**src/rtl/prince_sbox_layer_ctrl.sv**
```systemverilog
// PRINCE masked S-box layer controller: streams the 16 nibbles of every share through an
// external pipelined masked S-box and reassembles the result. Inverse select: PRINCE_SBOX_INV_EN.
module prince_sbox_layer_ctrl #(
  parameter int SHARES   = 3,
  parameter int SBOX_LAT = 2
) (
  input  logic                 clk,
  input  logic                 rst_n,
  input  logic                 start_i,
  input  logic [64*SHARES-1:0] state_i,
  output logic                 ready_o,
  output logic                 done_o,
  output logic [64*SHARES-1:0] state_o,
  output logic [4*SHARES-1:0]  sbox_in_o,
  output logic                 sbox_vld_o,
  input  logic [4*SHARES-1:0]  sbox_out_i
`ifdef PRINCE_SBOX_INV_EN
  ,
  input  logic                 inv_i,
  output logic                 sbox_inv_o
`endif
);

  typedef enum logic [1:0] {IDLE, FEED, DRAIN, DONE} state_t;

  state_t                          r_fsm, w_fsm_nxt;
  logic [64*SHARES-1:0]            r_state;
  logic [64*SHARES-1:0]            r_res;
  logic [64*SHARES-1:0]            r_state_o;
  logic [3:0]                      r_idx;
  logic                            r_vld;
  logic [4*SHARES-1:0]             r_sbox_in;
  logic [SBOX_LAT-1:0]             r_dl_vld;
  logic [SBOX_LAT-1:0][3:0]        r_dl_idx;
  logic                            r_inv;

  logic                            w_accept;
  logic                            w_cap;
  logic [3:0]                      w_cap_idx;
  logic                            w_last_cap;
  logic [64*SHARES-1:0]            w_res_nxt;

  // Per-share nibble select; each share is sliced independently so shares never mix.
  function automatic logic [4*SHARES-1:0] get_nib(input logic [64*SHARES-1:0] st,
                                                  input logic [3:0]           idx);
    logic [4*SHARES-1:0] r;
    r = '0;
    for (int s = 0; s < SHARES; s++) begin
      r[4*s +: 4] = st[64*s + 4*idx +: 4];
    end
    return r;
  endfunction

  function automatic logic [64*SHARES-1:0] put_nib(input logic [64*SHARES-1:0] st,
                                                   input logic [3:0]           idx,
                                                   input logic [4*SHARES-1:0]  nib);
    logic [64*SHARES-1:0] r;
    r = st;
    for (int s = 0; s < SHARES; s++) begin
      r[64*s + 4*idx +: 4] = nib[4*s +: 4];
    end
    return r;
  endfunction

  assign w_accept   = (r_fsm == IDLE) && start_i;
  assign w_cap      = r_dl_vld[SBOX_LAT-1];
  assign w_cap_idx  = r_dl_idx[SBOX_LAT-1];
  assign w_last_cap = w_cap && (w_cap_idx == 4'hF);
  assign w_res_nxt  = put_nib(r_res, w_cap_idx, sbox_out_i);

  always_comb begin
    w_fsm_nxt = r_fsm;
    case (r_fsm)
      IDLE:    if (start_i) w_fsm_nxt = FEED;
      FEED:    if (r_idx == 4'hF) w_fsm_nxt = DRAIN;
      DRAIN:   if (w_last_cap) w_fsm_nxt = DONE;
      DONE:    w_fsm_nxt = IDLE;
      default: w_fsm_nxt = IDLE;
    endcase
  end

  always_ff @(posedge clk or negedge rst_n) begin
    if (!rst_n) begin
      r_fsm     <= IDLE;
      r_idx     <= 4'h0;
      r_vld     <= 1'b0;
      r_sbox_in <= '0;
      r_dl_vld  <= '0;
      r_dl_idx  <= '0;
      r_state_o <= '0;
      r_inv     <= 1'b0;
    end else begin
      r_fsm <= w_fsm_nxt;
      // Issue stage: sbox_in_o always comes straight from r_sbox_in.
      if (w_accept) begin
        r_idx     <= 4'h0;
        r_vld     <= 1'b1;
        r_sbox_in <= get_nib(state_i, 4'h0);
`ifdef PRINCE_SBOX_INV_EN
        r_inv     <= inv_i;
`endif
      end else if (r_fsm == FEED) begin
        if (r_idx == 4'hF) begin
          r_vld     <= 1'b0;
          r_sbox_in <= '0;
        end else begin
          r_idx     <= r_idx + 4'd1;
          r_sbox_in <= get_nib(r_state, r_idx + 4'd1);
        end
      end
      // Capture steering follows the S-box pipeline, independent of the FSM.
      r_dl_vld[0] <= r_vld;
      r_dl_idx[0] <= r_idx;
      for (int j = SBOX_LAT - 1; j > 0; j--) begin
        r_dl_vld[j] <= r_dl_vld[j-1];
        r_dl_idx[j] <= r_dl_idx[j-1];
      end
      if (w_last_cap && (r_fsm == DRAIN)) r_state_o <= w_res_nxt;
    end
  end

  always_ff @(posedge clk) begin
    if (w_accept) r_state <= state_i;
    if (w_cap)    r_res   <= w_res_nxt;
  end

  assign ready_o    = (r_fsm == IDLE);
  assign done_o     = (r_fsm == DONE);
  assign state_o    = r_state_o;
  assign sbox_in_o  = r_sbox_in;
  assign sbox_vld_o = r_vld;
`ifdef PRINCE_SBOX_INV_EN
  assign sbox_inv_o = r_inv;
`endif

endmodule

```
**config.mk**
```make
export PLATFORM = sky130hd
export DESIGN_NAME = prince_sbox_layer_ctrl
export DESIGN_NICKNAME = d
export VERILOG_FILES = /design/src/rtl/prince_sbox_layer_ctrl.sv
export SDC_FILE = /design/constraint.sdc
export NUM_CORES = 1
export LEC_CHECK = 0
export ABC_AREA = 1
export CORE_ASPECT_RATIO = 0.6
export CORE_UTILIZATION = 33
export DETAILED_ROUTE_END_ITERATION = 10
export GPL_TIMING_DRIVEN = 0
export PLACE_DENSITY_LB_ADDON = 0.25
export SLEW_MARGIN = 15
export SYNTH_ARGS = -nofsm -noshare
export SYNTH_HDL_FRONTEND = slang
export SYNTH_SLANG_ARGS = --single-unit
```
**constraint.sdc**
```tcl
create_clock -name clk -period 9.15 [get_ports clk]
set_input_delay 0.915 -clock clk [delete_from_list [all_inputs] [get_ports clk]]
set_output_delay 0.915 -clock clk [all_outputs]
set_load 0.01 [all_outputs]
```
==> flow_summary.toml <==
[outcome]
status = "complete, no violations"

[placement]
port_buffers = 413
dp_slack_ns = 5.14
gp_congestion = 1.01
hpwl_mm = 79.1

[setup_path]
required_ns = 9.74
arrival_ns = 4.80
crit_top_cell = "clkbuf_1"
crit_fanout = 55
crit_type = "reg -> reg"
path_cells = "buf_16 > nand4_1 > nor2_1 > clkbuf_1 > clkbuf_1 > nand3_1 > nand2_1"
cp_slowest_cell = "dfrtp_4"
end_kind = "register"
critPathLaunchType = "register"
slowest_delay_ns = 0.96

[clock_network]
cts_buffers = 60
cts.sinks = 605
cts.reportedPaths.clkPinSlew_ns = 0.06
clk_latency_ns = 0.69
post_cts_buffers = 0
ctsResizeCount = 0
cts-root-buf = "clkbuf_16"
cts_tree = "yes"
cts_hold_buffers = 0
cts_buffer_depth = 3
htree_num_levels = 2

[synthesis]
synth_cell_types = 45
synth_most_common_cell = "nand2_1"
synthesis.area_sq_um = 26100
yosysTopAreaCell = "edfxtp_1"
synthCells = 2621
synth-edff-count = 384
synth_top_cells_by_count = "nand2_1 (807), edfxtp_1 (384), nor2_1 (280), dfrtp_1 (221), nand3_1 (195)"
ys_ff_latch = 605
yosysWarningCount = 0
ys_async_sr_fraction = 0.365
syn_nets = 2839
synth_top_cell_area_share = 0.442
synthTopCellsByArea = "edfxtp_1 (44%), dfrtp_1 (21%), nand2_1 (12%), nor2_1 (4.0%), nand3_1 (3.7%)"
yosysSeqAreaShare = 0.655
synth-main-ff-cell = "edfxtp_1"
synth_area_per_cell_sq_um = 9.94

[grt]
grt_max_degree = 92
grt_pass1_vias = 19841
grt_pass1_wl_mm = 144
grt_usage = 0.255
grt-ovfl-total = 0
grt_antenna_before_repair = 7

[sta]
worst_slack_ns = 4.94
slew-limit-headroom = 0.150
skew_ns = 0.0485
final_hold_viol_count = 0
slew_violations = 0
max_freq_ghz = 0.238
rsz0062_at_grt = "false"
setup_viol = 0
worst_pin_slew_ns = 1.28
fin_crit_ns = 4.21
hold-worst-slack_ns = 0.142
timing.final.crit_share = 0.460

[drt]
routed-via-count = 21822
wl_per_cell_microns = 24.6
drc = 0
viasPerCell = 5.18
antenna_left = 0
drt_wl_total_mm = 103
dr.pass1.iters = 6
drt_iter0_drc = 2886

[worst_hold_path]
hp-class = "in -> async"

[die]
ioPinCount = 414
start_util = 0.335
dieHeight_microns = 220
num_rows = 79
fp.dieW_microns = 365
die-area_sq_um = 80200
core_area_sq_um = 77800

[final_layout]
area_growth_pct = 30.0
drive_above_1_share = 0.0580
nFillCells = 7504
final_util = 0.436
final_nets = 3322

[flow_run]
cap_viol_max_count = 0

[power]
cellLeakagePower_nw = 13.3
power_density_nw_per_um2 = 338
ir_drop_mv = 0.234
routing by layer:
metal  part of all wire  up-vias  track usage
met3               0.13      139       0.0959
met5             0.0015        -       0.0116
met4              0.019        8       0.0522
li1                   -     9859            -
met1               0.48    10690        0.405
met2               0.37     1126        0.315
cells by family after synthesis:
logic type                 after synthesis  share of synthesized area
DFF                                    605                      0.655
and+or+nand+nor                       1371                      0.217
muxes                                    5                    0.00216
adders and majority gates               11                    0.00528
xor gates and xnor gates                 2                   0.000672
AOI/OAI and AO/OA                      370                     0.0806
buffers and inverters                  257                     0.0396
registers in the layout, indices dropped and copies added (netlist names):
register	cells
state_o	192
r_fsm	2
w_cap_idx	4
r_res	192
r_dl_vld	2
sbox_in_o	12
sbox_vld_o	1
r_idx	4
r_state	192
r_dl_idx	4
path summary, 6_finish.rpt:
path	slack [ns]	endpoint	depth (start not counted)	startpoint
min in group clk	0.36	r_dl_vld[1]$_DFF_PN0_	0	r_dl_vld[0]$_DFF_PN0_
max in group asynchronous	8.13	state_o[125]$_DFFE_PN0P_	2	rst_n
worst min-delay path	0.14	state_o[44]$_DFFE_PN0P_	1	rst_n
worst max-delay path	4.94	state_o[51]$_DFFE_PN0P_	7	r_dl_vld[1]$_DFF_PN0_
worst min register to register	0.36	r_dl_vld[1]$_DFF_PN0_	0	r_dl_vld[0]$_DFF_PN0_
worst max register to register	4.94	state_o[51]$_DFFE_PN0P_	7	r_dl_vld[1]$_DFF_PN0_
layout make-up:
type                            count  area (sq um)  area share
Antenna cell                        5          12.5    0.000369
Clock inverter                     33           447      0.0132
Sequential cell                   605         17100       0.504
Clock buffer                       78          1670      0.0493
Multi-Input combinational cell   1759          7980       0.236
Buffer                            128           549      0.0162
Tap cell                         1053          1320      0.0389
Inverter                          129           487      0.0144
Timing Repair Buffer              421          4350       0.128
metrics by stage:
stage,cells,area [sq um],total power [mW],TNS [ns]
global route,4208,33900,11.9,0
global placement,4087,31500,8.61,-957.50
CTS,4206,33900,11.3,0
floorplan,2621,26100,6.56,0
detailed placement,4095,31700,8.58,0
finish,4211,33900,11.4,0
layout by cell type (no fill, tap or decap), types with 14 or more instances in the layout:
master / count
buf_2: 28
inv_1: 120
clkbuf_16: 61
clkbuf_1: 93
edfxtp_1: 384
o211ai_1: 42
o221ai_1: 14
nor3_1: 16
nand2_1: 807
and2_1: 15
nand3_1: 195
nand4_1: 22
o21ai_1: 17
dfrtp_1: 220
clkdlybuf4s50_1: 412
nor2_1: 280
a31oi_1: 27
o21ai_0: 187
a21oi_1: 59
where the power goes:
| part | internal [mW] | switching, mW |
|---|---|---|
| Clock | 1.52 | 1.16 |
| Sequential | 3.82 | 0.246 |
| Combinational | 1.25 | 3.44 |
| Total | 6.59 | 4.85 |
worst max-delay path, delay by kind of cell (launching register included):
family / cells / cell delay (ns)
buf+inv: 3 / 2.01
simple gates: 4 / 1.15
flops: 1 / 0.96
Note: power is estimated with default switching activity, not from simulation.
